### config.mk
export PLATFORM = sky130hd
export DESIGN_NAME = regin_loader
export DESIGN_NICKNAME = d
export VERILOG_FILES = /design/src/rtl/regin_loader.sv
export SDC_FILE = /design/constraint.sdc
export NUM_CORES = 1
export LEC_CHECK = 0
export ABC_AREA = 1
export CORE_MARGIN = 10
export CORE_UTILIZATION = 56
export DETAILED_ROUTE_END_ITERATION = 8
export MAX_ROUTING_LAYER = met4
export PLACE_DENSITY = 0.73
export SLEW_MARGIN = 15
export SYNTH_ARGS = -nofsm -noshare
export SYNTH_HDL_FRONTEND = slang
export SYNTH_SLANG_ARGS = --single-unit
### constraint.sdc
create_clock -name clk -period 2 [get_ports clk]
set_clock_uncertainty 0.05 [all_clocks]
set_input_delay 0.3 -clock clk [delete_from_list [all_inputs] [get_ports clk]]
set_output_delay 0.3 -clock clk [all_outputs]
set_load 0.01 [all_outputs]
### src/rtl/regin_loader.sv
// regin_loader: operator byte loader that packs switch bytes into a DEPTH x 32-bit buffer and streams it to the NPU.
// Optional macro REGIN_AUTO_ADVANCE_EN: committing lane 3 also advances to the next word.
`default_nettype none

module regin_loader #(
    parameter int DEPTH = 11,
    parameter int AW    = 4
) (
    input  logic          clk,
    input  logic          rst_n,
    input  logic [7:0]    sw,
    input  logic          s_button,
    input  logic          p_button,
    input  logic          s,
    output logic [31:0]   out,
    output logic          valid,
    output logic          done,
    output logic [AW-1:0] word_ptr,
    output logic [1:0]    byte_ptr,
    output logic [7:0]    echo
);

    localparam logic [AW-1:0] LAST_WORD = AW'(DEPTH - 1);
    localparam logic [AW-1:0] END_PTR   = AW'(DEPTH);

    typedef enum logic [1:0] {
        LOAD   = 2'd0,
        STREAM = 2'd1,
        DONE   = 2'd2
    } state_t;

    state_t state, next_state;

    logic          sb_q, pb_q;
    logic          sb_ev, pb_ev;
    logic [AW-1:0] rd_ptr;
    logic [31:0]   mem [DEPTH];

    logic commit, advance, present, finish, clear;

    assign sb_ev = s_button ^ sb_q;
    assign pb_ev = p_button ^ pb_q;

    function automatic logic [AW-1:0] next_word(input logic [AW-1:0] w);
        return (w == LAST_WORD) ? '0 : w + 1'b1;
    endfunction

    always_ff @(posedge clk or negedge rst_n) begin
        if (!rst_n) begin
            state <= LOAD;
        end else begin
            state <= next_state;
        end
    end

    always_comb begin
        next_state = state;
        commit     = 1'b0;
        advance    = 1'b0;
        present    = 1'b0;
        finish     = 1'b0;
        clear      = 1'b0;
        case (state)
            LOAD: begin
                // Raising s wins over any button event on the same edge.
                if (s) begin
                    next_state = STREAM;
                end else begin
                    commit  = sb_ev;
                    advance = pb_ev;
                end
            end
            STREAM: begin
                if (!s) begin
                    next_state = LOAD;
                end else if (rd_ptr == END_PTR) begin
                    next_state = DONE;
                    finish     = 1'b1;
                end else begin
                    present = 1'b1;
                end
            end
            DONE: begin
                if (!s) begin
                    next_state = LOAD;
                    clear      = 1'b1;
                end
            end
            default: next_state = LOAD;
        endcase
    end

    always_ff @(posedge clk or negedge rst_n) begin
        if (!rst_n) begin
            sb_q     <= 1'b0;
            pb_q     <= 1'b0;
            out      <= '0;
            valid    <= 1'b0;
            done     <= 1'b0;
            word_ptr <= '0;
            byte_ptr <= '0;
            echo     <= '0;
            rd_ptr   <= '0;
            for (int i = 0; i < DEPTH; i++) begin
                mem[i] <= '0;
            end
        end else begin
            sb_q <= s_button;
            pb_q <= p_button;

            // Lane 0 sits in the top byte, so the bit offset is 8*(3-lane).
            if (commit) begin
                mem[word_ptr][{~byte_ptr, 3'b000} +: 8] <= sw;
                echo                                    <= sw;
            end

`ifdef REGIN_AUTO_ADVANCE_EN
            if (commit) begin
                if (byte_ptr == 2'd3) begin
                    word_ptr <= next_word(word_ptr);
                    byte_ptr <= 2'd0;
                end else begin
                    byte_ptr <= byte_ptr + 2'd1;
                end
            end else if (advance) begin
                word_ptr <= next_word(word_ptr);
                byte_ptr <= 2'd0;
            end
`else
            if (advance) begin
                word_ptr <= next_word(word_ptr);
                byte_ptr <= 2'd0;
            end else if (commit) begin
                byte_ptr <= byte_ptr + 2'd1;
            end
`endif

            if (clear) begin
                word_ptr <= '0;
                byte_ptr <= '0;
            end

            if (present) begin
                out    <= mem[rd_ptr];
                valid  <= 1'b1;
                rd_ptr <= rd_ptr + 1'b1;
            end else begin
                out   <= '0;
                valid <= 1'b0;
                if (state != STREAM) begin
                    rd_ptr <= '0;
                end
            end

            done <= finish || (state == DONE && !clear);
        end
    end

endmodule

`default_nettype wire

Yosys cells after proc, flatten, opt, wreduce, memory -nomap -nowiden
Index checks and enable logic that the tools add are counted.
Cells by class
  shift-type cells: 2
  order comparisons: 3
  reductions and logical operators: 9
  multiplexer cells: 33
  bitwise operators: 5
  equal/unequal tests: 8
  add/subtract/negate cells: 4
Operators with widths (number)
  $bwmux W352: 1
  $bmux W32 S4: 1
  $demux W32 S4: 1
  $mux W32: 4
  $shift A8 B7 Y32 const A: 1
  $shiftx A8 B7 Y32: 1
  $mux W4: 5
  $mux W2: 7
  $mux W1: 13
  $ge A5 B5 Y1 const B: 2
  $not A4 Y5: 2
  $add A4 B1 Y4 const B: 2
  $eq A4 B4 Y1 const B: 2
  $neg A5 Y7: 1
  $pmux W2 S3: 1
  $lt A5 B1 Y1 const B: 1
  $ne A2 B2 Y1 const B: 2
  $reduce_bool A2 Y1: 2
  $ne A3 B3 Y1 const B: 1
  $reduce_and A3 Y1: 1
  $reduce_bool A3 Y1: 1
  $add A2 B1 Y2 const B: 1
  $eq A2 B1 Y1 const B: 1
  $eq A2 B2 Y1 const B: 1
  7 further kinds: 9
Storage, ports and cells
  word-level logic and storage cells: 85
  output and inout port bits: 48
  register bits: 408

Depth between registers and ports, before layout
Gate-level depths: netlist of the first run.
  depth after elaboration: 6
  mapped depth: 9
  gate-level depth less buffers: 8

Worst setup path before layout of the first run
No wires, ideal clock.
  path kind: register to register
  start: register byte_ptr[0]
  end: register mem[115] in the netlist's numbering
  setup time: 0.128 ns
  clock period less this slack: 1.989 ns
  data required time: 1.822 ns
  cell stages (with the launch flop): 10
  buffers on the path: 1
  arrival: 1.811 ns
  slack: 0.011 ns
  cell sequence: dfrtp_1 -> buf_2 -> inv_2 -> ha_1 -> nand2_1 -> clkinv_1 -> nand2_1 -> nor2_1 -> inv_1 -> o21ai_0
Between the ends
  word-level cells in the longest chain between the ends: 6
  elaborated cells between the ends (all ways): 7
  those cells by class: add/sub: 1; shift: 2; mux: 3; bitwise: 1
RTL lines
  start: declaration: line 19  | output logic [1:0] byte_ptr,
  start signal: assignment: line 134  | byte_ptr <= byte_ptr + 2'd1;
  $not A2 Y2 *: line 113  | mem[word_ptr][{~byte_ptr, 3'b000} +: 8] <= sw;
  $neg A5 Y7 *: line 113
  $shift A8 B7 Y32: line 113
  $mux W32 (not written as such): line 113
  $demux W32 S4: line 113
  $bwmux W352 *: line 113
  end signal: indexed assignment: line 113
  end: declaration: line 37  | logic [31:0] mem [DEPTH];
Mark *: on every way between the ends. The rest lies on a longest branch, timed or not.
A chain may end at the register's enable or synchronous reset.

Worst setup path in the final report of the first run
  start: register word_ptr[3]
  end: output port word_ptr[3]
RTL lines
  start: declaration: line 18  | output logic [AW-1:0] word_ptr,
  start signal: assignment: line 131  | word_ptr <= next_word(word_ptr);
No word-level cell between the ends.

==> run metrics, run 1 <==
run status complete, no violations; FF+latch count, synth around 400; Syn Nets between 2k and 2.5k; Final Hold Fails 0; fin util between 60% and 70%; number of antenna diodes 0; Site Rows 66; FMAX 0.511 GHz; Place WS -0.536 ns; # fillers between 2k and 3k; Pwr Total approximately 24 mW; number of flops mapped to enable cells by yosys 0; CTS Buffer Depth 3; final setup margin between 0.04 and 0.05 ns; kind of critical path reg -> out; initial antenna violation count 0; first-pass GRT wire length ~90000 um; # IOs 61; Num CTS Buffers 43; Post-Syn Area about 19000 um2; number of antenna-violating nets in the routed design 0; final period utilization a little over nine tenths; pin count of the biggest net entering global routing 100; largest family of logic cells by synthesized area simple AND/OR/NAND/NOR gates; sequential area share after synthesis between 50% and 60%; Final Non-Filler Cells about 3k; RSZ-0062 raised after global routing yes; worst skew pair latency 0.54 ns; Rel. slew slack between 50% and 60%; Die W about 200 um; Arrival @ worst endpoint 1.61 ns; drt wl/cell approximately 18 um; die height 202 um; Syn Area/Cell between 7 and 8 um2; routability cong. about 1; Synth Area in Compound Gates between 10% and 20%; ratio of cells with drive above 1 in the final layout roughly 11%; Post-synth ARST share 100%; area fraction of the dominant cell type after synthesis 54.8%; Post-Synth XOR/XNOR Area less than 1%; placed insts between 2k and 3k; peak supply drop between 0.0007 and 0.0008 V; vias in the first global route 16.0k; # clock sinks between 400 and 500; Iter 0 DRT Violations between 1.5k and 2k; top-count cell post-synth nand2_1; Core ar. around 33000 um2; worst slew pin tran between 0.6 and 0.7 ns; crit-path max cell delay roughly 0.57 ns; Cell variety after synth 26; MaxCap Viol Count 0; Worst Hold Class in -> async; worst hold slack roughly 0.11 ns; DRT Pass-1 Iters 8; Detailed Place HPWL roughly 35000 um; Synth Area in Adders less than 1%; ys flop type dfrtp_1; Clock Tree Root clkbuf_16; crit path time final between 1.5 and 2 ns; crit-path max FO 6; setup violators final 0; fin. max-slew vios 0; Worst Setup End Kind primary output; grt total ovfl 0; Final nets between 2k and 3k; DR vias around 17k; GRT Total Usage between 20% and 30%; IO buf count 60; Simple-Gate Fraction of Synth Area a little under a quarter; post-synth top area cell dfrtp_1; worst path required time approximately 1.7 ns; crit path max-delay cell type clkdlybuf4s50_1; clk slew on worst S/H paths around 0.06 ns; Power Dens Cells roughly 1100 nW/um2; Area contributors post-synth dfrtp_1 (55%), nand2_1 (15%), o21ai_0 (11%); H-Tree Depth 2; leakage 10.7 nW; P&R area growth vs syn 20.9%; most instantiated cells after synthesis nand2_1 (762), o21ai_0 (428), dfrtp_1 (408), inv_1 (236), nand3_1 (172); Mapped Cells 2360; Yosys warning total 0; Routed WL roughly 54000 um; mux cell area share after synthesis 0%; Initial Utilization between 50% and 60%; CTS tree yes; drt via density 5.59; die area a little over 40000 um2; Remaining DRCs 0; Setup crit start kind flip-flop; CP Cell Sequence buf_4 > clkdlybuf4s50_1
logic make-up (layout without fill, tap and decap cells):
group,after synthesis,in the layout
AND/OR/NAND/NOR,1069,1069
AO/OA/AOI/OAI,501,501
flip-flops,408,408
buffers and inverters,372,530
adder cells (fa/ha/maj),6,6
XOR/XNOR,4,4
cell type report:
class / count / area (um2) / share of cell area [%]
sequential: 408 / 10200 / 45.3
multi-input combinational: 1580 / 7110 / 31.6
timing repair buffer: 212 / 2340 / 10.4
clock buffer: 67 / 1330 / 5.90
inverter: 244 / 923 / 4.10
tap: 442 / 553 / 2.45
clock inverter: 7 / 62.6 / 0.278
flip-flops by register name, indices dropped and copies added, names as in the netlist, 2 cells and up:
register,cells
byte_ptr,2
echo,8
mem,352
out,32
rd_ptr,4
state,2
word_ptr,4
metal layers:
layer / part of all wire [%] / wire length [um] / global-route usage [%]
met1: 42 / 22500 / 35.9
met2: 48 / 25600 / 43.2
met3: 7.5 / 4020 / 3.66
met4: 2.5 / 1330 / 7.11
met5: 0 / 0 / -
where the power goes:
group,internal (mW),total [mW],switching [mW]
clock network,4.67,7.87,3.20
logic,2.34,6.29,3.95
registers,9.63,10.2,0.605
worst max-delay path, delay by kind of cell, from the launching register on:
kind | cells | cell delay, ns
buf+inv | 2 | 0.73
flops | 1 | 0.34
what timing repair did:
action / CTS / global route
endpoints found under the hold margin: 231 / 0
endpoints found under the setup margin: 44 / 222
hold buffers: 1 / 0
gates resized for setup: 10 / 44
pin swaps: 0 / 2
setup buffers: 1 / 1
cells in the final DEF, fill, tap and decap left out, drive strengths merged, types with 6 or more instances in the layout:
cell type	synthesis	routed
ha	6	6
clkbuf	75	67
nand3	173	173
o211ai	18	18
clkinv	3	7
nand3b	7	7
a21oi	37	37
o21ai	434	434
nor2	114	114
nand2	764	764
inv	241	241
dfrtp	408	408
buf	53	152
clkdlybuf4s50	0	56
nor3	7	7
o22ai	11	11
through the flow:
step	cell area, um2	setup TNS, ns
after floorplan	18600	0
after global placement	21000	-50.54
after detailed placement	21000	-61.50
after CTS	22400	-0.00498
after global routing	22500	-0.743
final	22500	0
path summary, 6_finish.rpt:
path                       cells past startpoint                     from  slack (ns)              endpoint
max                                            2  word_ptr[3]$_DFFE_PN0P_        0.04           word_ptr[3]
min                                            2                    rst_n        0.11     out[20]$_DFF_PN0_
max reg2reg                                    7  byte_ptr[0]$_DFFE_PN0P_        0.04  mem[213]$_DFFE_PN0P_
min reg2reg                                    2     mem[319]$_DFFE_PN0P_        0.43  mem[319]$_DFFE_PN0P_
max in group asynchronous                      4                    rst_n        0.90  mem[250]$_DFFE_PN0P_
min in group clk                               1                 p_button        0.22        pb_q$_DFF_PN0_
Power figures use the tool's default switching activity.
==> run 2, diff against run 1 <==
--- a/config.mk
+++ b/config.mk
@@ -9,6 +9,7 @@
 export CORE_MARGIN = 10
 export CORE_UTILIZATION = 56
 export DETAILED_ROUTE_END_ITERATION = 8
+export GPL_ROUTABILITY_DRIVEN = 1
 export MAX_ROUTING_LAYER = met4
 export PLACE_DENSITY = 0.73
 export SLEW_MARGIN = 15
==> results of run 2 <==
No change in the layout: final DEF, timing and power equal those of run 1.
